<file path="src/rtl/uart_irq_pkg.sv">
// Shared IIR codes and rx trigger-level decode for the UART interrupt scheduler.
package uart_irq_pkg;

  localparam logic [3:0] IIR_NONE = 4'b0001;
  localparam logic [3:0] IIR_RLS  = 4'b0110;
  localparam logic [3:0] IIR_RDA  = 4'b0100;
  localparam logic [3:0] IIR_CTI  = 4'b1100;
  localparam logic [3:0] IIR_THRE = 4'b0010;

  // Element count at which rx data available is reported.
  function automatic logic [4:0] trg_cnt(input logic [1:0] trg_level);
    case (trg_level)
      2'b00:   trg_cnt = 5'd1;
      2'b01:   trg_cnt = 5'd4;
      2'b10:   trg_cnt = 5'd8;
      default: trg_cnt = 5'd14;
    endcase
  endfunction

endpackage

</file>
<file path="src/rtl/uart_cti_timer.sv">
// Character-timeout timer: counts bit ticks while rx data sits idle and flags CTI
// once CTI_CHARS full frames have elapsed without a push or pop.
module uart_cti_timer #(
  parameter int CTI_CHARS = 4,
  parameter int EW        = 5
) (
  input  logic          clk_i,
  input  logic          rst_i,
  input  logic [EW-1:0] rx_elem_i,
  input  logic          rx_push_i,
  input  logic          rx_pop_i,
  input  logic          bit_tick_i,
  input  logic [3:0]    frame_bits_i,
  output logic          cti_pend_o,
  output logic          cti_pend_nxt_o
);

  localparam int CW = $clog2(CTI_CHARS * 12 + 1);

  logic [CW-1:0] cnt_q;
  logic [CW-1:0] cnt_nxt;
  logic [CW-1:0] limit;
  logic          pend_q;
  logic          pend_nxt;
  logic          restart;

  assign limit   = CW'(CTI_CHARS) * CW'(frame_bits_i);
  assign restart = rx_push_i | rx_pop_i | (rx_elem_i == '0);

  // NOTE: every always_comb output gets a default first, so no path can infer a latch.
  always_comb begin
    cnt_nxt  = cnt_q;
    pend_nxt = pend_q;
    if (restart) begin
      cnt_nxt  = '0;
      pend_nxt = 1'b0;
    end else begin
      // Compare with < so a shrinking frame_bits never lets the count wrap.
      if (bit_tick_i && (cnt_q < limit)) cnt_nxt = cnt_q + CW'(1);
      if (cnt_q == limit)                pend_nxt = 1'b1;
    end
  end

  // NOTE: sequential state uses non-blocking assignments so every flop samples pre-edge values.
  always_ff @(posedge clk_i) begin
    if (rst_i) begin
      cnt_q  <= '0;
      pend_q <= 1'b0;
    end else begin
      cnt_q  <= cnt_nxt;
      pend_q <= pend_nxt;
    end
  end

  assign cti_pend_o     = pend_q;
  assign cti_pend_nxt_o = pend_nxt;

endmodule

</file>
<file path="src/rtl/uart_irq_sched.sv">
// 16550-style interrupt scheduler: pending flags for RLS/RDA/CTI/THRE, enable masking,
// fixed priority and a registered IIR code with a glitch-free irq_o.
module uart_irq_sched
  import uart_irq_pkg::*;
#(
  parameter int FIFO_DEPTH     = 16,
  parameter int LOG_FIFO_DEPTH = $clog2(FIFO_DEPTH),
  parameter int CTI_CHARS      = 4
) (
  input  logic                      clk_i,
  input  logic                      rst_i,
  input  logic [2:0]                ier_i,
  input  logic [1:0]                trg_level_i,
  input  logic [LOG_FIFO_DEPTH:0]   rx_elem_i,
  input  logic [LOG_FIFO_DEPTH:0]   tx_elem_i,
  input  logic                      rx_push_i,
  input  logic                      rx_pop_i,
  input  logic                      lsr_err_i,
  input  logic                      lsr_rd_i,
  input  logic                      iir_rd_i,
  input  logic                      thr_wr_i,
  input  logic                      bit_tick_i,
  input  logic [3:0]                frame_bits_i,
  output logic [3:0]                iir_o,
  output logic                      irq_o
);

  localparam int EW = LOG_FIFO_DEPTH + 1;

  logic       rls_q, rls_nxt;
  logic       thre_q, thre_nxt, thre_set, thre_clr;
  logic       tx_nz_q;
  logic       thre_en_q;
  logic       rda;
  logic       cti_pend, cti_nxt;
  logic [3:0] iir_q, iir_nxt;

  uart_cti_timer #(
    .CTI_CHARS (CTI_CHARS),
    .EW        (EW)
  ) u_cti_timer (
    .clk_i          (clk_i),
    .rst_i          (rst_i),
    .rx_elem_i      (rx_elem_i),
    .rx_push_i      (rx_push_i),
    .rx_pop_i       (rx_pop_i),
    .bit_tick_i     (bit_tick_i),
    .frame_bits_i   (frame_bits_i),
    .cti_pend_o     (cti_pend),
    .cti_pend_nxt_o (cti_nxt)
  );

  assign rda = rx_elem_i >= EW'(trg_cnt(trg_level_i));

  assign thre_set = (tx_elem_i == '0) && (tx_nz_q || (ier_i[1] && !thre_en_q));
  assign thre_clr = thr_wr_i || (iir_rd_i && (iir_q == IIR_THRE));

  // The IIR is driven from next-state flags so any event shows up exactly one edge later.
  always_comb begin
    rls_nxt = rls_q;
    if (lsr_rd_i)  rls_nxt = 1'b0;
    if (lsr_err_i) rls_nxt = 1'b1;

    thre_nxt = thre_clr ? 1'b0 : (thre_q | thre_set);

    iir_nxt = IIR_NONE;
    if      (ier_i[2] && rls_nxt)  iir_nxt = IIR_RLS;
    else if (ier_i[0] && rda)      iir_nxt = IIR_RDA;
    else if (ier_i[0] && cti_nxt)  iir_nxt = IIR_CTI;
    else if (ier_i[1] && thre_nxt) iir_nxt = IIR_THRE;
  end

  always_ff @(posedge clk_i) begin
    if (rst_i) begin
      rls_q     <= 1'b0;
      thre_q    <= 1'b0;
      tx_nz_q   <= 1'b0;
      thre_en_q <= 1'b0;
      iir_q     <= IIR_NONE;
    end else begin
      rls_q     <= rls_nxt;
      thre_q    <= thre_nxt;
      tx_nz_q   <= (tx_elem_i != '0);
      thre_en_q <= ier_i[1];
      iir_q     <= iir_nxt;
    end
  end

  assign iir_o = iir_q;
  assign irq_o = ~iir_q[0];

endmodule

</file>
<file path="config.mk">
export PLATFORM = sky130hd
export DESIGN_NAME = uart_irq_sched
export DESIGN_NICKNAME = d
export VERILOG_FILES = /design/src/rtl/uart_irq_pkg.sv /design/src/rtl/uart_cti_timer.sv /design/src/rtl/uart_irq_sched.sv
export SDC_FILE = /design/constraint.sdc
export NUM_CORES = 1
export LEC_CHECK = 0
export CAP_MARGIN = 40
export CORE_AREA = 2 2 53 55
export DETAILED_ROUTE_END_ITERATION = 10
export DIE_AREA = 0 0 55 57
export HOLD_SLACK_MARGIN = 0.12
export PLACE_DENSITY = 0.69
export SYNTH_ARGS = -nofsm -noshare
export SYNTH_HDL_FRONTEND = slang
export SYNTH_SLANG_ARGS = --single-unit
</file>
<file path="constraint.sdc">
create_clock -name clk_i -period 2.2 [get_ports clk_i]
set_input_delay 0.44 -clock clk_i [delete_from_list [all_inputs] [get_ports clk_i]]
set_output_delay 0.44 -clock clk_i [all_outputs]
set_load 0.01 [all_outputs]
</file>
==> PnR_summary.wiki, run 1 <==
{| class="wikitable"
! Metric !! Value
|-
| Status || complete, no violations
|-
| Weighted congestion reported at the end of routability-driven placement || about 0.86
|-
| Tmin final || roughly 2.1 ns
|-
| Most used flip-flop cell after synthesis || sky130_fd_sc_hd__dfxtp_1
|-
| Ratio of final minimum period to clock period || 96.90%
|-
| Worst min path class || reg -> reg
|-
| DP Wirelength || around 1600 um
|-
| Height of the die || 57 um
|-
| Number of antenna violations at the first check in global routing || 0
|-
| Leakage || 0.5187 nW
|-
| Synthesized instance count || just over 100
|-
| Arr. time, crit path || around 2.3 ns
|-
| Wire length reported by the detailed router || 1925 um
|-
| Max_cap viols || 0
|-
| FFs w/ async S/R, synth || 0%
|-
| Slew Viols, Final || 0
|-
| Detailed Routing Iterations Pass 1 || 4
|-
| Number of failing setup endpoints in the final timing report || 0
|-
| Category of the worst setup path launch point || primary input
|-
| Worst hold margin || 0.5158 ns
|-
| Transition time at the pin with the least slew margin || ~0.53 ns
|-
| Final Skew || between 0.004 and 0.005 ns
|-
| Routed wirelength normalized by instance count || approximately 11 um
|-
| Commonest non-fill, non-tap cells in the layout || 32 x sky130_fd_sc_hd__clkdlybuf4s50_1, 15 x sky130_fd_sc_hd__inv_1, 15 x sky130_fd_sc_hd__dfxtp_1
|-
| Maximum clock insertion buffer count || 2
|-
| Clock input transition at the sequential cells of the worst setup and hold paths || roughly 0.08 ns
|-
| CTS tree || built
|-
| H-Tree Level Count || 1
|-
| Count of buffers inserted at the top-level ports || 32
|-
| Site row count || 19
|-
| Remaining DRCs || 0
|-
| Clk sink count || 15
|-
| Critical Path End Type || register
|-
| Count of inserted antenna diode cells || 0
|-
| Kind of critical path || in -> reg
|-
| Fmax || about 470 MHz
|-
| Data required time of the critical path || 2.41 ns
|-
| Number of global-route vias before repair || 840
|-
| Initial core utilization || around a third
|-
| Standard cell core area || between 2000 and 3000 sq um
|-
| Worst vdd ir || roughly 0.26 mV
|-
| Post-route setup slack || around 0.07 ns
|-
| Share of post-route cells with drive strength above 1 || about an eighth
|-
| Place WS || -0.3236 ns
|-
| Sum of negative setup slack || 0 ns
|-
| Hold Fails Final Rpt || 0
|-
| Post-detailed-route count of antenna-violating nets || 0
|-
| Power per cell area || ~420 nW/um^2
|-
| Slowest cell on the critical path || sky130_fd_sc_hd__or4_1
|-
| Net Count, Synth || 139
|-
| Crit-path max FO || 2
|-
| Chip width || roughly 55 um
|-
| Overall power || roughly 0.55 mW
|-
| Mean Syn Cell Area || between 8 and 9 sq um
|-
| GRT Util Overall || between 10% and 20%
|-
| Share of the yosys chip area belonging to registers || 34.38%
|-
| CP bufs+invs || 2
|-
| 1st-iter DRT viols || 11
|-
| Clock buffer count from CTS || 3
|-
| Leading cell type in the layout, fill and taps excluded || sky130_fd_sc_hd__clkdlybuf4s50_1
|-
| Max transition margin || ~64%
|-
| Top Family by Delay on Critical Path || simple AND/OR/NAND/NOR gates
|-
| Area of the die || 3135 sq um
|-
| Clock Root Buffer || sky130_fd_sc_hd__clkbuf_4
|-
| Yosys warning count || 0
|-
| Yosys cell types || 28
|-
| Ratio of routed vias to standard cells || approximately 5.0
|-
| GRT Residual Overflow || 0
|-
| Number of enable flip-flop cells after synthesis || 0
|-
| Post-layout nets || 180
|-
| Max incr delay on CP || roughly 0.52 ns
|-
| Area grow syn2layout || 51.15%
|-
| Total of flip-flops plus latches after synthesis || 15
|-
| Vias after detailed routing || between 800 and 900
|-
| Syn Std Cell Area || about 870 sq um
|-
| Maximum number of pins on one net before global-route repair || 9
|-
| Later-pin clock latency in the skew report || approximately 0.27 ns
|-
| First-pass GRT wire length || 3270 um
|-
| List of cells traversed by the critical path || clkdlybuf4s50_1, inv_1, ha_4, nor2b_1, o21a_1, o21a_2, or4_1, a21oi_1
|-
| Num ports || 33
|}
-- stage by stage --
stage / cell area [sq um] / util [%] / std cells
final: 1320 / 50.48 / 172
after global routing: 1320 / 50.48 / 172
after CTS: 1290 / 49.33 / 172
after detailed placement: 1255 / 47.99 / 167
after global placement: 1255 / 47.99 / 167
after floorplan: 873.3 / - / 101
-- worst paths after layout --
path	slack, ns	startpoint	end	cells after the start
min reg2reg	0.52	u_cti_timer.cnt_q[0]$_SDFFE_PP0P_	u_cti_timer.cnt_q[0]$_SDFFE_PP0P_	2
max	0.07	frame_bits_i[1]	u_cti_timer.cnt_q[3]$_SDFFE_PP0P_	8
min	0.52	u_cti_timer.cnt_q[0]$_SDFFE_PP0P_	u_cti_timer.cnt_q[0]$_SDFFE_PP0P_	2
max reg2reg	0.26	u_cti_timer.cnt_q[3]$_SDFFE_PP0P_	u_cti_timer.cnt_q[3]$_SDFFE_PP0P_	6
-- per-layer routing --
metal	global-route usage (%)	part of all wire [%]
met1	16.69	43
met2	22.96	50
met3	3.403	7.4
met4	4.181	0
met5	0	0
-- cell families after synthesis --
logic type               synth area share [%]
AND/OR/NAND/NOR                         21.92
AO/OA/AOI/OAI                           22.92
buffers and inverters                   6.447
flip-flops                              34.38
adder cells (fa/ha/maj)                 14.33
-- Yosys cell counts, types with 2 or more instances --
cell,number,area [sq um]
sky130_fd_sc_hd__dfxtp_1,15,300.3
sky130_fd_sc_hd__o21a_1,3,22.52
sky130_fd_sc_hd__nand2_1,3,11.26
sky130_fd_sc_hd__ha_1,10,125.1
sky130_fd_sc_hd__nand3_1,5,25.02
sky130_fd_sc_hd__nor2_1,5,18.77
sky130_fd_sc_hd__o21ai_0,7,35.03
sky130_fd_sc_hd__nor2b_1,5,31.28
sky130_fd_sc_hd__nor4b_1,2,17.52
sky130_fd_sc_hd__a21oi_1,8,40.04
sky130_fd_sc_hd__or4_1,2,15.01
sky130_fd_sc_hd__nand2b_1,2,12.51
sky130_fd_sc_hd__inv_1,15,56.30
sky130_fd_sc_hd__o21ai_1,2,10.01
sky130_fd_sc_hd__or3_1,4,25.02
-- worst register-to-register path: stages, from the launching register on --
cell and delay, ns:
sky130_fd_sc_hd__dfxtp_1 0.45, sky130_fd_sc_hd__ha_4 0.24, sky130_fd_sc_hd__nor2b_1 0.13, sky130_fd_sc_hd__o21a_1 0.19, sky130_fd_sc_hd__o21a_2 0.22, sky130_fd_sc_hd__or4_1 0.52
sky130_fd_sc_hd__a21oi_1 0.13
-- sequential cells by signal, indices dropped and copies added, names as in the netlist --
name                    cells
u_cti_timer.cnt_q           6
iir_o                       4
rls_q                       1
thre_en_q                   1
thre_q                      1
tx_nz_q                     1
u_cti_timer.cti_pend_o      1
-- report_power, final --
| group | internal [mW] | switching, mW |
|---|---|---|
| registers | 0.279 | 0.00398 |
| logic | 0.0772 | 0.0474 |
| clock network | 0.0701 | 0.0765 |
| total | 0.427 | 0.128 |
-- what timing repair did --
| action | CTS | global route |
|---|---|---|
| gates resized for setup | 1 | 5 |
| buffers inserted | 1 | 0 |
| endpoints found under the setup margin | 1 | 4 |
| pin swaps | 1 | 4 |
| hold buffers | 0 | 0 |
-- area by class of cell --
class                   count  area (sq um)
clock buffers               4         26.28
fillers                   250          1295
inverters                  15         56.30
multi-input cells          71         548.0
flip-flops and latches     15         300.3
well taps                  31         38.79
repair buffers             36         350.3
No activity file was read; power rests on OpenSTA's default activity.
==> inputs of run 2 (changes only) <==
- PLACE_DENSITY: 0.69 -> default
- PLACE_DENSITY_LB_ADDON: default -> 0.3
- SETUP_SLACK_MARGIN: default -> 0.15
==> run 2 against run 1 <==
- sequential share of layout area grew 0.087 points
- sequential power is essentially flat
- count of clock-buffer cells in the layout shrank 1
- core utilization shrank 0.19 points
- hold slack lost 0.014 ns
- critical endpoint unchanged
- highest routed layer is now met4
==> PnR_summary.wiki, run 2 (same netlist as run 1, synthesis figures left out) <==
{| class="wikitable"
! Metric !! Value
|-
| DP Wirelength || ~1600 um
|-
| Number of antenna violations at the first check in global routing || 0
|-
| Wire length reported by the detailed router || ~1800 um
|-
| Leading cell type in the layout, fill and taps excluded || sky130_fd_sc_hd__clkdlybuf4s50_1
|-
| Fmax || 511.8 MHz
|-
| GRT Residual Overflow || 0
|-
| 1st-iter DRT viols || 6
|-
| Category of the worst setup path launch point || primary input
|-
| Hold Fails Final Rpt || 0
|-
| Vias after detailed routing || ~860
|-
| Num ports || 33
|-
| Detailed Routing Iterations Pass 1 || 4
|-
| Crit-path max FO || 3
|-
| Initial core utilization || between 30% and 40%
|-
| Arr. time, crit path || approximately 2.2 ns
|-
| Max transition margin || 66.23%
|-
| Overall power || 0.5597 mW
|-
| Worst hold margin || about 0.50 ns
|-
| Maximum number of pins on one net before global-route repair || 10
|-
| Critical Path End Type || register
|-
| Proportion of power drawn by flip-flops and latches || approximately half
|-
| Standard cell core area || around 2600 sq um
|-
| Relative contribution of the clock network to total power || between 20% and 30%
|-
| Clk sink count || 15
|-
| Post-layout nets || between 150 and 200
|-
| GRT Util Overall || between 10% and 20%
|-
| Later-pin clock latency in the skew report || around 0.28 ns
|-
| Internal power summed over all cells || about 0.42 mW
|-
| Routed wirelength normalized by instance count || ~10 um
|-
| Number of global-route vias before repair || 854
|-
| Site row count || 19
|-
| Setup repair after global routing missed its margin || no
|-
| Clock buffer count from CTS || 3
|-
| Status || complete, no violations
|-
| Ratio of routed vias to standard cells || just under 5
|-
| Height of the die || between 50 and 60 um
|-
| Maximum clock insertion buffer count || 2
|-
| Data required time of the critical path || 2.42 ns
|-
| Post-detailed-route count of antenna-violating nets || 0
|-
| CTS tree || built
|-
| H-Tree Level Count || 1
|-
| Commonest non-fill, non-tap cells in the layout || 31 x sky130_fd_sc_hd__clkdlybuf4s50_1, 15 x sky130_fd_sc_hd__inv_1, 15 x sky130_fd_sc_hd__dfxtp_1
|-
| Area of the die || 3135 sq um
|-
| Number of failing setup endpoints in the final timing report || 0
|-
| Worst vdd ir || 0.3658 mV
|-
| Kind of critical path || in -> reg
|-
| Max FFs per register || 6
|-
| First-pass GRT wire length || 3160 um
|-
| Clock input transition at the sequential cells of the worst setup and hold paths || approximately 0.090 ns
|-
| Transition time at the pin with the least slew margin || 0.4996 ns
|-
| Chip width || roughly 55 um
|-
| Ratio of final minimum period to clock period || about 89%
|-
| Switching power of the nets || ~0.13 mW
|-
| Count of inserted antenna diode cells || 0
|-
| Leakage || around 0.53 nW
|-
| Worst min path class || reg -> reg
|-
| Clock Root Buffer || sky130_fd_sc_hd__clkbuf_4
|-
| Area grow syn2layout || 50.57%
|-
| Tmin final || a little under 2 ns
|-
| Weighted congestion reported at the end of routability-driven placement || 0.7529
|-
| Max_cap viols || 0
|-
| Power per cell area || between 400 and 500 nW/um^2
|-
| Fillers || between 200 and 300
|-
| Final Skew || approximately 0.0093 ns
|-
| Count of buffers inserted at the top-level ports || 32
|-
| Slew Viols, Final || 0
|-
| Placed instance area || ~1300 sq um
|-
| Largest reg by FF count || u_cti_timer.cnt_q
|-
| Design Area, Final || 1315 sq um
|-
| Place WS || -0.2352 ns
|-
| Combinational cell fraction of total power || approximately 22%
|-
| Switch share || between 20% and 30%
|-
| Post-route setup slack || between 0.2 and 0.25 ns
|-
| Share of post-route cells with drive strength above 1 || around a tenth
|-
| Remaining DRCs || 0
|}
## run 2: final cells by class
class / count / area [sq um] / area share, %
multi-input combinational: 71 / 516.7 / 39.30
timing repair buffer: 39 / 375.4 / 28.54
sequential: 15 / 300.3 / 22.84
inverter: 15 / 56.30 / 4.282
tap: 31 / 38.79 / 2.950
clock buffer: 3 / 22.52 / 1.713
clock inverter: 1 / 5.005 / 0.3806
## run 2: critical path, stage by stage
cell                              delay, ns
sky130_fd_sc_hd__clkdlybuf4s50_1       0.45
sky130_fd_sc_hd__inv_1                 0.04
sky130_fd_sc_hd__ha_1                  0.30
sky130_fd_sc_hd__o21a_1                0.12
sky130_fd_sc_hd__o21a_1                0.21
sky130_fd_sc_hd__or4_1                 0.48
sky130_fd_sc_hd__a21oi_1               0.13
## run 2: path summary, 6_finish.rpt
check,startpoint,end,slack (ns),cells after the start
setup / recovery,frame_bits_i[2],u_cti_timer.cnt_q[3]$_SDFFE_PP0P_,0.25,7
hold / removal,u_cti_timer.cnt_q[5]$_SDFFE_PP0P_,u_cti_timer.cnt_q[5]$_SDFFE_PP0P_,0.50,2
setup reg to reg,u_cti_timer.cnt_q[3]$_SDFFE_PP0P_,u_cti_timer.cnt_q[3]$_SDFFE_PP0P_,0.33,6
hold reg to reg,u_cti_timer.cnt_q[5]$_SDFFE_PP0P_,u_cti_timer.cnt_q[5]$_SDFFE_PP0P_,0.50,2
## run 2: per-stage QoR
stage / utilization [%] / instances / TNS [ns]
2_1_floorplan: - / 101 / 0
3_3_place_gp: 49.14 / 171 / -0.7319
3_5_place_dp: 49.14 / 171 / -0.9820
4_1_cts: 50.29 / 175 / 0
5_1_grt: 50.29 / 175 / 0
6_report: 50.29 / 175 / 0
## run 2: power by group through the flow
stage | Combinational (mW) | Clock (mW) | Sequential (mW)
finish | 0.124 | 0.152 | 0.283
global route | 0.137 | 0.173 | 0.284
CTS | 0.125 | 0.160 | 0.284
detailed placement | 0.125 | 0 | 0.290
global placement | 0.122 | 0 | 0.290
floorplan | 0.0423 | 0 | 0.291
## run 2: what timing repair did
| item | in CTS | in global routing |
|---|---|---|
| endpoints found under the hold margin | 0 | 0 |
| setup buffers | 0 | 0 |
| hold buffers | 0 | 0 |
| gates resized for setup | 2 | 0 |
| setup endpoints to repair | 4 | 0 |
## run 2: layer usage
metal	up-vias	global-route usage [%]	share of wire (%)	wire length (um)
li1	448	-	-	-
met1	391	13.61	41	732
met2	23	25.51	53	951
met3	2	3.141	5.7	102
met4	0	4.181	0.72	13
met5	-	0	0	0
==> inputs of run 3 (changes only) <==
- CTS_CLUSTER_SIZE: default -> 8
==> results of run 3 <==
Same layout as run 2: the final DEF is identical, and so are final timing and power.
